==> src/rtl/seq_csa_multiplier.sv <==
// Iterative radix-2 shift-add multiplier. Each RUN cycle performs one partial-product
// add through a carry-select adder, then shifts {acc,q} right by one bit.

module csa_block (
  input  logic [3:0] a,
  input  logic [3:0] b,
  output logic [3:0] sum0,
  output logic [3:0] sum1,
  output logic       c0,
  output logic       c1
);
  assign {c0, sum0} = {1'b0, a} + {1'b0, b};
  assign {c1, sum1} = {1'b0, a} + {1'b0, b} + 5'd1;
endmodule

module csa #(
  parameter int N = 32
) (
  input  logic [N-1:0] a,
  input  logic [N-1:0] b,
  input  logic         cin,
  output logic [N-1:0] sum,
  output logic         cout
);
  localparam int NB = N / 4;

  logic [NB-1:0][3:0] s0, s1;
  logic [NB-1:0]      c0, c1;
  logic [NB:0]        c;

  assign c[0] = cin;

  // Both carry hypotheses are precomputed per nibble; only the select chain ripples.
  for (genvar i = 0; i < NB; i++) begin : g_blk
    csa_block u_blk (
      .a   (a[4*i +: 4]),
      .b   (b[4*i +: 4]),
      .sum0(s0[i]),
      .sum1(s1[i]),
      .c0  (c0[i]),
      .c1  (c1[i])
    );
    assign sum[4*i +: 4] = c[i] ? s1[i] : s0[i];
    assign c[i+1]        = c[i] ? c1[i] : c0[i];
  end

  assign cout = c[NB];
endmodule

module seq_csa_multiplier #(
  parameter int N = 32
) (
  input  logic           clk,
  input  logic           rst,
  input  logic           start,
  input  logic           signed_mode,
  input  logic [N-1:0]   a,
  input  logic [N-1:0]   b,
  output logic [2*N-1:0] product,
  output logic           busy,
  output logic           done
);
  localparam int CW = $clog2(N);

  typedef enum logic [1:0] {IDLE, RUN, FIX, DONE} state_t;

  state_t        state, state_nxt;
  logic [N-1:0]  acc, q, m;
  logic [CW-1:0] cnt;
  logic          neg;
  logic          load;
  logic [N-1:0]  mag_a, mag_b, add_b, sum;
  logic          cout;

  assign load  = start && (state == IDLE || state == DONE);
  // Signed operands are reduced to magnitudes; -2^(N-1) maps to 2^(N-1), still valid unsigned.
  assign mag_a = (signed_mode && a[N-1]) ? (~a + 1'b1) : a;
  assign mag_b = (signed_mode && b[N-1]) ? (~b + 1'b1) : b;
  assign add_b = q[0] ? m : '0;

  csa #(.N(N)) u_csa (
    .a   (acc),
    .b   (add_b),
    .cin (1'b0),
    .sum (sum),
    .cout(cout)
  );

  always_comb begin
    state_nxt = state;
    case (state)
      IDLE:    if (start) state_nxt = RUN;
      RUN:     if (cnt == '0) state_nxt = FIX;
      FIX:     state_nxt = DONE;
      DONE:    state_nxt = start ? RUN : IDLE;
      default: state_nxt = IDLE;
    endcase
  end

  always_ff @(posedge clk or posedge rst) begin
    if (rst) begin
      state   <= IDLE;
      product <= '0;
      acc     <= '0;
      q       <= '0;
      m       <= '0;
      cnt     <= '0;
      neg     <= 1'b0;
    end else begin
      state <= state_nxt;
      if (load) begin
        m   <= mag_a;
        q   <= mag_b;
        neg <= signed_mode & (a[N-1] ^ b[N-1]);
        acc <= '0;
        cnt <= CW'(N - 1);
      end else if (state == RUN) begin
        {acc, q} <= {cout, sum, q[N-1:1]};
        cnt      <= cnt - 1'b1;
      end
      if (state == FIX)
        product <= neg ? -{acc, q} : {acc, q};
    end
  end

  assign busy = (state == RUN) || (state == FIX);
  assign done = (state == DONE);
endmodule

==> config.mk <==
export PLATFORM = sky130hd
export DESIGN_NAME = seq_csa_multiplier
export DESIGN_NICKNAME = d
export VERILOG_FILES = /design/src/rtl/seq_csa_multiplier.sv
export SDC_FILE = /design/constraint.sdc
export NUM_CORES = 1
export LEC_CHECK = 0
export ABC_AREA = 1
export CAP_MARGIN = 25
export CORE_MARGIN = 1
export CORE_UTILIZATION = 57
export DETAILED_ROUTE_END_ITERATION = 8
export PLACE_DENSITY = 0.78
export SETUP_SLACK_MARGIN = 0.02
export SLEW_MARGIN = 10
export SYNTH_ARGS = -nofsm -noshare
export SYNTH_HDL_FRONTEND = slang
export SYNTH_SLANG_ARGS = --single-unit
export TNS_END_PERCENT = 10
==> constraint.sdc <==
create_clock -name clk -period 8.6 [get_ports clk]
set_input_delay 2.58 -clock clk [delete_from_list [all_inputs] [get_ports clk]]
set_output_delay 2.58 -clock clk [all_outputs]
set_load 0.005 [all_outputs]
==> reports/metrics.csv <==
stage,metric,value,unit
cts,CTS Buffer Depth,2,
critical_path,r2r setup slk,5.24,ns
critical_path,crit path DAT,5.31,ns
critical_path,reg-to-reg endpoint,acc[27]$_DFFE_PP0P_,
critical_path,Worst EP required,8.89,ns
yosys,"FF+latch count, synth",168,
cts,Clock transition at path regs,0.07,ns
die,Die Y,146,µm
global_route,Total GRT Usage,30.9,%
global_route,largest net degree at the start of global routing,111,
yosys,"Seq/Total Area, Yosys",35.4,%
power,Sw Pwr,2290,µW
route,wire length per cell,16.1,µm
yosys,number of enable flip-flop cells after synthesis,0,
yosys,asr flop ratio synth,100,%
route,DR iter-0 viols,1018,
critical_path,critical path endpoint category,flip-flop,
timing,fmax,0.199,GHz
timing,final slew viol count,0,
yosys,post-synth top area share,35.4,%
yosys,Yosys cell types,49,
final_layout,nets,1812,
final_layout,final-layout fill cell count,1726,
die,Die ar.,0.0214,mm²
critical_path,RR Startpoint,q[0]$_DFFE_PP0P_,
global_route,first-pass GRT wire length,52700,µm
critical_path,Worst setup SP type,input port,
critical_path,Crit path max-delay family,buffers and inverters,
power,maximum VDD drop,0.000224,V
run_status,outcome,finished clean,
cts,clk sinks,168,
placed_design,pre-CTS setup slack,2.60,ns
timing,Tmin final,5.03,ns
hold_path,Worst Hold Depth,2,
critical_path,worst path cell trace,clkdlybuf4s50_1 > nand2_1 > clkinv_1 > nand2_1 > o21ai_1 > o21ai_1 > o211ai_1,
timing,setup violators final,0,
timing,RSZ-0062 raised after global routing,no,
placed_design,DP Cell Count,1936,
critical_path,R2R cell count,18,
timing,Rel. slew slack,35.2,%
yosys,Synth top cells by count,"334 x nand2_1, 179 x inv_1, 168 x dfrtp_1",
placed_design,Placer Congestion,0.940,
timing,final hold vios,0,
die,I/O pin cnt,134,
critical_path,slowest CP cell,clkinv_1,
cts,setup bufs post-CTS,0,
yosys,top_reg_cell synth,dfrtp_1,
placed_design,HPWL after DPL,24100,µm
route,Vias,11100,
hold_path,Hold Path Class,reg -> reg,
cts,cts repair resizes,0,
yosys,Syn. warnings,0,
power,Int Pwr,2690,µW
hold_path,Hold Crit Endpoint,product[53]$_DFFE_PP0N_,
yosys,Cells after Synth,1582,
critical_path,worst path bufs/invs,2,
global_route,initial antenna violation count,0,
final_layout,Finished Layout Cells,1970,
cts,number of CTS-inserted buffers,17,
power,Leak,0.00666,µW
yosys,Area contributors post-synth,"dfrtp_1 35%, nand2_1 11%, nand3_1 5.8%, inv_1 5.7%, xor2_1 5.5%",
power,power per cell area,354,mW/mm²
final_layout,fraction of layout instances using a drive strength above 1,6.59,%
power,switch share,45.9,%
power,Flop pwr share,29.8,%
die,starting density of the core,58.5,%
timing,Worst-Margin Slew,0.971,ns
route,drt pass-1 iters,5,
route,DRT antenna net count,0,
critical_path,Crit Path Class,in -> reg,
route,drt drc,0,
placed_design,PortBufs,133,
global_route,grt ovf,0,
critical_path,Max Fanout on Critical Path,35,
flow_run,max-cap violations,0,
hold_path,Min-Delay Startpoint,product[53]$_DFFE_PP0N_,
final_layout,fin util,69.3,%
die,core area,0.0203,mm²
cts,CTS tree,built,
yosys,Syn Area/Cell,7.51,µm²
cts,H-tree Lvls,4,
timing,Final Worst Setup Slack,3.57,ns
route,"wirelength, routed",31700,µm
final_layout,diode count,0,
timing,clock skew,0.00934,ns
power,clock share of power,17.0,%
timing,setup_tns,0,ns
global_route,vias in the first global route,10300,
cts,clk root buf,clkbuf_16,
yosys,most numerous cell in the Yosys netlist,nand2_1,
power,Logic pwr share,53.2,%
die,Die Span X,146,µm
route,vias per cell,5.65,
yosys,post-synth top area cell,dfrtp_1,
cts,"Hold-fix buffers, CTS",0,
final_layout,area grow syn2layout,18.5,%
critical_path,Critical Path Max Stage Delay,0.92,ns
die,num rows,52,
yosys,post-synthesis cell area,0.0119,mm²
cts,clk_lat worst skew,0.43,ns
timing,fin crit share,58.5,%
yosys,post-synthesis net count,1707,
power,total power,4980,µW
-- sequential cells by signal, summed over array words and instances, names as in the netlist --
| register | cells |
|---|---|
| state | 2 |
| neg | 1 |
| cnt | 5 |
| q | 32 |
| product | 64 |
| m | 32 |
| acc | 32 |
-- power by group through the flow --
| stage | clock network, µW | logic (µW) | registers (µW) |
|---|---|---|---|
| after floorplan | 0 | 1810 | 1390 |
| after global placement | 0 | 2530 | 1470 |
| after detailed placement | 0 | 2600 | 1480 |
| after CTS | 849 | 2620 | 1470 |
| after global routing | 887 | 2980 | 1530 |
| final | 847 | 2650 | 1480 |
-- cells in the final DEF, fill, tap and decap left out, types with 10 or more instances in the layout --
cell type,instances
nand3_1,138
o221ai_1,24
inv_1,178
ha_1,49
nand2_1,333
o22ai_1,16
o21ai_0,113
nand3b_1,12
nand4_1,31
xor2_1,75
nor2_1,131
clkbuf_16,17
nor3_1,25
clkdlybuf4s50_1,133
xnor2_1,21
dfrtp_1,168
buf_4,10
a31oi_1,24
a21oi_1,47
o21ai_1,19
nor4_1,10
-- per-layer routing --
layer | GRT usage, % | part of all wire [%] | vias up
li1 | - | - | 5498
met1 | 47.8 | 49 | 5182
met2 | 44.4 | 42 | 424
met3 | 5.47 | 7.4 | 32
met4 | 7.50 | 1.5 | 0
met5 | 0 | 0 | -
-- worst max path at each step --
stage                            from  slack, ns                   to  cells after the start
final                     signed_mode       3.57    q[28]$_DFFE_PP0P_                      7
after global routing            start       3.39  acc[21]$_DFFE_PP0P_                      9
after CTS                       start       3.05    q[30]$_DFFE_PP0P_                      8
after detailed placement        start       2.60    q[30]$_DFFE_PP0P_                      8
after global placement          start       2.69    q[29]$_DFFE_PP0P_                      8
after floorplan                   rst       1.47   acc[0]$_DFFE_PP0P_                      1
-- worst min-delay path: cells and delay by family (launching register included) --
kind | cells | cell delay [ns]
and+or+nand+nor | 2 | 0.10
DFF | 1 | 0.35
-- metrics by stage --
step                      cell area [µm²]  hold slack, ns
after floorplan                     11900           0.449
after global placement              13400           0.463
after detailed placement            13400           0.467
after CTS                           14000           0.485
after global routing                14100           0.499
final                               14100           0.484
-- cells by family after synthesis --
kind of cell,Yosys count,share of synthesized area [%]
DFF,168,35.4
and+or+nand+nor,742,29.7
adders and majority gates,57,6.51
buffers and inverters,248,7.93
xor gates and xnor gates,97,7.22
AOI/OAI and AO/OA,270,13.3
-- final cells by class --
cell class / count / area, µm² / share of cell area (%)
inverters: 190 / 718 / 5.10
flip-flops and latches: 168 / 4200 / 29.9
repair buffers: 144 / 1430 / 10.2
clock buffers: 17 / 425 / 3.02
well taps: 270 / 338 / 2.40
clock inverters: 15 / 214 / 1.52
multi-input cells: 1166 / 6740 / 47.9
(Power assumes the default switching activity.)
